### config.mk
export PLATFORM = sky130hd
export DESIGN_NAME = mem_parity_ctl
export DESIGN_NICKNAME = d
export VERILOG_FILES = /design/src/rtl/mem_parity_pkg.sv /design/src/rtl/mem_par_lane.sv /design/src/rtl/mem_parity_ctl.sv
export SDC_FILE = /design/constraint.sdc
export NUM_CORES = 1
export LEC_CHECK = 0
export ABC_AREA = 0
export BUFFER_PORTS_ARGS = -buffer_cell sky130_fd_sc_hd__buf_2
export CELL_PAD_IN_SITES_DETAIL_PLACEMENT = 1
export CELL_PAD_IN_SITES_GLOBAL_PLACEMENT = 1
export CORE_ASPECT_RATIO = 0.7
export CORE_MARGIN = 4
export CORE_UTILIZATION = 38
export CTS_CLUSTER_DIAMETER = 30
export DETAILED_ROUTE_END_ITERATION = 10
export PLACE_DENSITY_LB_ADDON = 0.2
export SKIP_LAST_GASP = 1
export SLEW_MARGIN = 5
export SYNTH_ARGS = -nofsm -noshare
export SYNTH_HDL_FRONTEND = slang
export SYNTH_SLANG_ARGS = --single-unit
### constraint.sdc
create_clock -name CLOCK -period 2.54 [get_ports CLOCK]
set_input_delay 0.127 -clock CLOCK [delete_from_list [all_inputs] [get_ports CLOCK]]
set_output_delay 0.127 -clock CLOCK [all_outputs]
set_load 0.005 [all_outputs]
### src/rtl/mem_parity_pkg.sv
// Shared types and constants for the parity-protected memory controller.
//   state_e  : controller FSM states
//   oddpar() : odd-parity bit for one byte (makes the 9-bit lane have an odd 1-count)
//   widths   : word/byte address widths, lane packing of the 18-bit array word
package mem_parity_pkg;

    localparam int unsigned WORD_AW = 17;   // array word address width
    localparam int unsigned BYTE_AW = 18;   // bus byte address width
    localparam int unsigned DATA_W  = 16;   // bus data width
    localparam int unsigned MEM_W   = 18;   // array word width
    localparam int unsigned LANE_W  = 9;    // {par, byte}
    localparam int unsigned LO_LSB  = 0;    // low lane position in the array word
    localparam int unsigned HI_LSB  = 9;    // high lane position in the array word

    typedef enum logic [2:0] {
        IDLE,
        ISSUE,
        W1,
        W2,
        RESP
    } state_e;

    function automatic logic oddpar(input logic [7:0] b);
        return ~^b;
    endfunction

endpackage

### src/rtl/mem_par_lane.sv
// One byte lane of the array word.
//   wbyte_i  : byte to store
//   badpar_i : store even (wrong) parity instead of odd
//   wlane_o  : {parity, byte} to write into the array
//   rlane_i  : {parity, byte} read back from the array
//   bad_o    : read-back lane fails the odd-parity check
module mem_par_lane
    import mem_parity_pkg::*;
(
    input  logic [7:0]        wbyte_i,
    input  logic              badpar_i,
    output logic [LANE_W-1:0] wlane_o,
    input  logic [LANE_W-1:0] rlane_i,
    output logic              bad_o
);

    always_comb begin
        wlane_o = {oddpar(wbyte_i) ^ badpar_i, wbyte_i};
        bad_o   = rlane_i[8] ^ oddpar(rlane_i[7:0]);
    end

endmodule

### src/rtl/mem_parity_ctl.sv
// Bus-side controller for the byte-writeable, parity-protected memory array
// (18-bit words, 2-cycle read latency).
//   CLOCK, RESET_N      : system clock, async active-low reset
//   req_*               : request from the bus slave (accepted when req_ready)
//   rsp_*               : one-cycle response pulse with read data / NXM / parity error
//   diag_badpar         : write even parity on the enabled lanes (diagnostic)
//   perr_clr/flag/addr  : sticky parity-error flag and first-error byte address
//   mem_*               : registered array interface, mem_douta read back
module mem_parity_ctl
    import mem_parity_pkg::*;
#(
    parameter int unsigned MEMWORDS = 131072
) (
    input  logic               CLOCK,
    input  logic               RESET_N,
    input  logic               req_valid,
    output logic               req_ready,
    input  logic               req_write,
    input  logic               req_byte,
    input  logic [BYTE_AW-1:0] req_addr,
    input  logic [DATA_W-1:0]  req_wdata,
    output logic               rsp_valid,
    output logic [DATA_W-1:0]  rsp_rdata,
    output logic               rsp_nxm,
    output logic               rsp_perr,
    input  logic               diag_badpar,
    input  logic               perr_clr,
    output logic               perr_flag,
    output logic [BYTE_AW-1:0] perr_addr,
    output logic               mem_ena,
    output logic [1:0]         mem_wea,
    output logic [WORD_AW-1:0] mem_addra,
    output logic [MEM_W-1:0]   mem_dina,
    input  logic [MEM_W-1:0]   mem_douta
);

    localparam logic [WORD_AW:0] MEM_LIMIT = (WORD_AW + 1)'(MEMWORDS);

    state_e               state_q, state_d;
    logic                 ready_q, ready_d;
    logic                 write_q, write_d;
    logic [WORD_AW-1:0]   word_q, word_d;
    logic                 rsp_valid_q, rsp_valid_d;
    logic [DATA_W-1:0]    rsp_rdata_q, rsp_rdata_d;
    logic                 rsp_nxm_q, rsp_nxm_d;
    logic                 rsp_perr_q, rsp_perr_d;
    logic                 perr_flag_q, perr_flag_d;
    logic [BYTE_AW-1:0]   perr_addr_q, perr_addr_d;
    logic                 mem_ena_q, mem_ena_d;
    logic [1:0]           mem_wea_q, mem_wea_d;
    logic [WORD_AW-1:0]   mem_addra_q, mem_addra_d;
    logic [MEM_W-1:0]     mem_dina_q, mem_dina_d;

    logic [WORD_AW-1:0]   req_word;
    logic                 accept;
    logic                 nxm;
    logic [7:0]           lo_wbyte;
    logic [1:0]           wea_req;
    logic [LANE_W-1:0]    lo_wlane, hi_wlane;
    logic                 lo_bad, hi_bad;
    logic                 rd_err;

    // Odd-lane byte writes carry their data in [15:8]; mirror it into the
    // low lane too so both lanes of dina hold the same byte.
    always_comb begin
        req_word = req_addr[BYTE_AW-1:1];
        accept   = req_valid & ready_q;
        nxm      = ({1'b0, req_word} >= MEM_LIMIT);
        lo_wbyte = (req_byte & req_addr[0]) ? req_wdata[15:8] : req_wdata[7:0];
        if (!req_byte) begin
            wea_req = 2'b11;
        end else if (req_addr[0]) begin
            wea_req = 2'b10;
        end else begin
            wea_req = 2'b01;
        end
    end

    mem_par_lane u_lane_lo (
        .wbyte_i  (lo_wbyte),
        .badpar_i (diag_badpar),
        .wlane_o  (lo_wlane),
        .rlane_i  (mem_douta[LO_LSB +: LANE_W]),
        .bad_o    (lo_bad)
    );

    mem_par_lane u_lane_hi (
        .wbyte_i  (req_wdata[15:8]),
        .badpar_i (diag_badpar),
        .wlane_o  (hi_wlane),
        .rlane_i  (mem_douta[HI_LSB +: LANE_W]),
        .bad_o    (hi_bad)
    );

    assign rd_err = lo_bad | hi_bad;

    always_comb begin
        state_d     = state_q;
        write_d     = write_q;
        word_d      = word_q;
        rsp_valid_d = 1'b0;
        rsp_rdata_d = rsp_rdata_q;
        rsp_nxm_d   = rsp_nxm_q;
        rsp_perr_d  = rsp_perr_q;
        perr_flag_d = perr_flag_q;
        perr_addr_d = perr_addr_q;
        mem_ena_d   = 1'b1;
        mem_wea_d   = '0;
        mem_addra_d = mem_addra_q;
        mem_dina_d  = mem_dina_q;

        unique case (state_q)
            IDLE: begin
                if (accept) begin
                    word_d  = req_word;
                    write_d = req_write;
                    if (nxm) begin
                        state_d     = RESP;
                        rsp_valid_d = 1'b1;
                        rsp_nxm_d   = 1'b1;
                    end else begin
                        state_d     = ISSUE;
                        mem_addra_d = req_word;
                        if (req_write) begin
                            mem_wea_d  = wea_req;
                            mem_dina_d = {hi_wlane, lo_wlane};
                        end
                    end
                end
            end
            ISSUE: begin
                if (write_q) begin
                    state_d     = RESP;
                    rsp_valid_d = 1'b1;
                end else begin
                    state_d = W1;
                end
            end
            W1: state_d = W2;
            W2: begin
                state_d     = RESP;
                rsp_valid_d = 1'b1;
                rsp_rdata_d = {mem_douta[HI_LSB +: 8], mem_douta[LO_LSB +: 8]};
                rsp_perr_d  = rd_err;
            end
            RESP: begin
                state_d     = IDLE;
                rsp_rdata_d = '0;
                rsp_nxm_d   = 1'b0;
                rsp_perr_d  = 1'b0;
            end
            default: state_d = IDLE;
        endcase

        // A read error beats a simultaneous clear and reloads the address.
        if ((state_q == W2) && rd_err) begin
            if (!perr_flag_q || perr_clr) begin
                perr_addr_d = {word_q, 1'b0};
            end
            perr_flag_d = 1'b1;
        end else if (perr_clr) begin
            perr_flag_d = 1'b0;
        end

        ready_d = (state_d == IDLE);
    end

    always_ff @(posedge CLOCK or negedge RESET_N) begin
        if (!RESET_N) begin
            state_q     <= IDLE;
            ready_q     <= 1'b0;
            write_q     <= 1'b0;
            word_q      <= '0;
            rsp_valid_q <= 1'b0;
            rsp_rdata_q <= '0;
            rsp_nxm_q   <= 1'b0;
            rsp_perr_q  <= 1'b0;
            perr_flag_q <= 1'b0;
            perr_addr_q <= '0;
            mem_ena_q   <= 1'b0;
            mem_wea_q   <= '0;
            mem_addra_q <= '0;
            mem_dina_q  <= '0;
        end else begin
            state_q     <= state_d;
            ready_q     <= ready_d;
            write_q     <= write_d;
            word_q      <= word_d;
            rsp_valid_q <= rsp_valid_d;
            rsp_rdata_q <= rsp_rdata_d;
            rsp_nxm_q   <= rsp_nxm_d;
            rsp_perr_q  <= rsp_perr_d;
            perr_flag_q <= perr_flag_d;
            perr_addr_q <= perr_addr_d;
            mem_ena_q   <= mem_ena_d;
            mem_wea_q   <= mem_wea_d;
            mem_addra_q <= mem_addra_d;
            mem_dina_q  <= mem_dina_d;
        end
    end

    assign req_ready = ready_q;
    assign rsp_valid = rsp_valid_q;
    assign rsp_rdata = rsp_rdata_q;
    assign rsp_nxm   = rsp_nxm_q;
    assign rsp_perr  = rsp_perr_q;
    assign perr_flag = perr_flag_q;
    assign perr_addr = perr_addr_q;
    assign mem_ena   = mem_ena_q;
    assign mem_wea   = mem_wea_q;
    assign mem_addra = mem_addra_q;
    assign mem_dina  = mem_dina_q;

endmodule

[Word-level counts from Yosys, hierarchy flattened]
Cells that the tools add are included.
Storage, ports and cells
  bits in registers: 79
Cells by class
  eq/ne operators: 4
  multiplexer cells: 15
  bitwise gates (word level): 7
  reduce and logical (&&, ||, !) cells: 14
Operators with widths (count)
  16-bit case mux with 2 select lines: 1
  8-bit XNOR reduction: 4
  3-bit case mux with 4 select lines: 1
  2-bit two-way mux: 5
  8-bit two-way mux: 1
  3-bit by 2-bit == test with 1-bit output, second input constant: 2
  3-bit zero test: 2
  3-bit two-way mux: 2
  1-bit case mux with 2 select lines: 2
  2-bit AND reduction: 2
  2-bit nonzero test: 2
  1-bit bitwise XOR: 4
  3-bit by 1-bit == test with 1-bit output, second input constant: 1
  3-bit == test, second input constant: 1
  1-bit two-way mux: 3
  3-bit AND reduction: 1
  1-bit bitwise AND: 2
  1-bit logical AND: 1
  1-bit zero test: 1
  1-bit logical OR: 1
  1-bit OR: 1

[Logic depth before layout (Yosys ltp)]
  depth after elaboration: 5
  depth in mapped cells: 8

[Modules after synthesis]
A second synthesis with hierarchy kept.
Unflattened totals
  cells, all modules: 238
  area total of the unflattened synthesis: 3502.1 um2
By module, submodules not included
  mem_parity_ctl: times used 1, cells an instance 194, area each 3081.7 um2, sequential area each 1976.9 um2
  mem_par_lane: times used 2, cells an instance 22, area each 210.2 um2, sequential area each 0.0 um2

[Worst setup path before layout]
Ideal clock, no wire load.
  path type: reg2reg
  start point: register state_q[0]
  end point: register mem_dina_q[10] (netlist: mem_dina[10])
  library setup time: 125 ps
  arrival: 1673 ps
  data required time: 2415 ps
  slack: 742 ps
  stages on the path, launching flop included: 6
  cells stage by stage: dfrtp_1 > buf_2 > nor4_4 > nand2_1 > clkbuf_1 > mux2_2
Between the ends
  longest elaborated chain between the ends: 2
Ends and longest elaborated chain
  start: declaration: RTL line mem_parity_ctl.sv:39  | state_e state_q, state_d;
  start signal: assignment: RTL line mem_parity_ctl.sv:185  | state_q <= state_d;
  3-bit zero test: RTL line mem_parity_ctl.sv:112  | unique case (state_q)
  3-bit AND reduction (no source line)
  end signal: assignment: RTL line mem_parity_ctl.sv:198  | mem_dina_q <= mem_dina_d;
  end: declaration: RTL line mem_parity_ctl.sv:52  | logic [MEM_W-1:0] mem_dina_q, mem_dina_d;
Every way passes these cells.
A chain may end at the register's enable or synchronous reset.

[Worst setup path after layout]
  start point: input mem_douta[12]
  end point: register perr_addr_q[17] (netlist: perr_addr[17])
Between the ends
  longest elaborated chain between the ends: 5
Ends and longest elaborated chain
  start: declaration: RTL line mem_parity_ctl.sv:34  | input logic [MEM_W-1:0] mem_douta
  8-bit XNOR reduction: RTL line mem_parity_pkg.sv:24  | return ~^b;
  1-bit bitwise XOR: RTL line mem_par_lane.sv:19  | bad_o = rlane_i[8] ^ oddpar(rlane_i[7:0]);
  1-bit OR: RTL line mem_parity_ctl.sv:95  | assign rd_err = lo_bad | hi_bad;
  1-bit logical AND: RTL line mem_parity_ctl.sv:156  | if ((state_q == W2) && rd_err) begin
  2-bit AND reduction (no source line)
  end signal: assignment: RTL line mem_parity_ctl.sv:194  | perr_addr_q <= perr_addr_d;
  end: declaration: RTL line mem_parity_ctl.sv:48  | logic [BYTE_AW-1:0] perr_addr_q, perr_addr_d;
Every way passes these cells.

==> results.toml <==
[clocking]
clock_path_buffers = 2
cts.clk_slew.worst_paths_ns = 0.06
ctsResizeCount = 0
numClockSinks = 79
cts_made_buffers = 9
clkLatencyLatePin_ns = 0.33
post_cts.repair.setup_buffers = 0
cts_tree = "built"
cts-htree-levels = 3
root_buffer = "clkbuf_16"

[timing]
hold_violations = 62
slew_headroom = 0.332
max_freq_mhz = 579
finalCriticalPeriod_ns = 1.73
tns_ns = 0
rsz0062_at_grt = "false"
report.final.setup_viol = 0
finClkSkew_ns = 0.00777
hold_slack_ns = -0.0376
period_share = 0.680
slew_viol_final = 0
tightest_slew_ns = 1.00

[floorplanning]
pin_count = 136
num_rows = 28
die_h_um = 86.9
core_um2 = 8550
die_area_um2 = 10500
start_util = 0.396
fp.dieW_um = 121

[synthesis]
postSynthAreaPerCell_um2 = 14.5
synthCells = 234
synth_top_cell_area_share = 0.585
yosysWarnings = 0
synth_seq_cells = 79
ys_top_cells_by_area = "dfrtp_1 (58%), mux2_2 (11%), mux2_4 (4.4%), a22o_1 (3.9%), xnor2_1 (3.9%)"
synthArstFlopShare = 1.00
synth_edf_count = 0
synth_area_um2 = 3380
ys_seq_area_frac = 0.585
yosys_most_used_dff = "dfrtp_1"
yosysUniqueCellTypes = 27
synth_top_area_cell = "dfrtp_1"

[setup_path]
crit_type = "primary input to flip-flop"
cp.required_ns = 2.76
path_max_fanout = 17
cp.arrival_ns = 1.95
cp-end-kind = "flip-flop"
cp-start-kind = "primary input"

[place]
gp_congestion = 0.697
dp_hpwl_um = 5770
portBuffers = 133

[route]
vias = 2310
drt-vias-per-instance = 4.64
ant_nets = 0
routed_wl_um = 7900
post-route-drc-count = 0
drt_iter0_markers = 100
avgRoutedWirePerCell_um = 15.9
drtPass1Iterations = 4

[final_layout]
area_delta_synth_final_pct = 32.0
seqCellArea_um2 = 1980
n_antenna_cell = 0
final_layout_size_suffix_gt1_frac = 0.524
multi_input_comb_area_um2 = 1310
fillers = 940
layout.nets = 432

[job]
cap_violations = 0

[global_route]
grt_pass1_wl_um = 12900
grt_max_degree = 80
grt_pass1_vias = 2559
antenna_found_initial = 0
grt_overflow_total = 0
grt_usage = 0.159

[power]
p_per_area_nw_per_um2 = 1200
p_leak_nw = 2.34
ir_worst_vdd_v = 0.000636
power_mw = 5.34

[status]
failed_checks = "negative hold slack"
status = "finished with violations"

[min_path]
hp-class = "primary input to asynchronous set/reset pin"
[cells by family (layout without fill, tap and decap cells)]
kind of cell / after synthesis / count (layout) / synth area share
flops: 79 / 79 / 0.585
compound gates: 33 / 33 / 0.0692
mux: 54 / 54 / 0.187
simple gates: 23 / 23 / 0.0344
xor+xnor: 26 / 26 / 0.0921
buf+inv: 17 / 160 / 0.0307
other cells: 2 / 3 / 0.00222
[area by class of cell]
cell class | instances | area share
clock buffers | 12 | 0.0552
well taps | 120 | 0.0336
flip-flops and latches | 79 | 0.443
repair buffers | 140 | 0.163
multi-input cells | 139 | 0.292
clock inverters | 4 | 0.0101
inverters | 4 | 0.00336
[stage by stage]
stage | setup slack [ns] | cells | instance area [µm²] | utilization
floorplan | 0.742 | 235 | 3390 | -
global placement | 0.540 | 480 | 4150 | 0.486
detailed placement | 0.485 | 480 | 4150 | 0.486
CTS | 0.824 | 498 | 4460 | 0.522
global route | 0.724 | 498 | 4460 | 0.522
finish | 0.813 | 498 | 4460 | 0.522
[path summary, 6_finish.rpt]
kind | start | endpoint | slack, ns | cells past startpoint
min in group CLOCK | req_addr[8] | mem_addra[7] | 0.02 | 2
max | mem_douta[12] | perr_addr[17] | 0.81 | 7
min | RESET_N | rsp_rdata[4] | -0.04 | 1
min reg2reg | mem_dina[4] | mem_dina[4] | 0.48 | 2
max reg2reg | state_q[2] | perr_addr[17] | 0.87 | 5
max in group asynchronous | RESET_N | perr_addr[9] | 1.94 | 1
[layer usage]
metal,global-route usage,share of wire,up-vias
li1,-,-,1088
met5,0,0,-
met4,0.0586,0.014,0
met2,0.236,0.43,94
met1,0.205,0.45,1117
met3,0.0753,0.10,11
[power breakdown]
part	switching, mW	total (mW)	internal, mW
clock network	0.470	1.25	0.782
registers	0.376	2.24	1.86
logic	0.779	1.86	1.08
total	1.62	5.34	3.72
[cell usage in the layout, fill, tap and decap left out, types with 4 or more instances in the layout]
cell,instances
buf_2,132
dfrtp_1,79
mux2_2,33
nand2_1,15
xnor2_1,15
a22o_1,15
mux2i_1,11
o21ai_0,11
mux2_4,10
clkbuf_16,9
buf_4,6
xnor3_1,5
xor2_1,5
a21oi_1,4
inv_1,4
[worst max-delay path, stage by stage]
cell,delay [ns]
buf_2,0.11
xor2_1,0.16
xnor3_2,0.45
xnor2_1,0.24
o211a_1,0.19
buf_4,0.28
mux2_2,0.37
[Yosys cell counts (5+ instances only)]
cell / instances
mux2_4: 10
nand2_1: 15
o21ai_0: 11
mux2i_1: 11
xor2_1: 5
xnor3_1: 5
a22o_1: 15
mux2_2: 33
xnor2_1: 15
dfrtp_1: 79
[flip-flops by register name (all words and copies together), names as in the netlist]
name,count
perr_flag,1
rsp_valid,1
req_ready,1
perr_addr,17
mem_wea,2
rsp_perr,1
mem_dina,18
state_q,3
mem_addra,17
rsp_rdata,16
mem_ena,1
write_q,1
[timing repair]
item | in CTS | in global routing
hold buffers | 2 | 0
endpoints found under the hold margin | 2 | 0
setup endpoints to repair | 0 | 0
No activity file was read; power rests on OpenSTA's default activity.
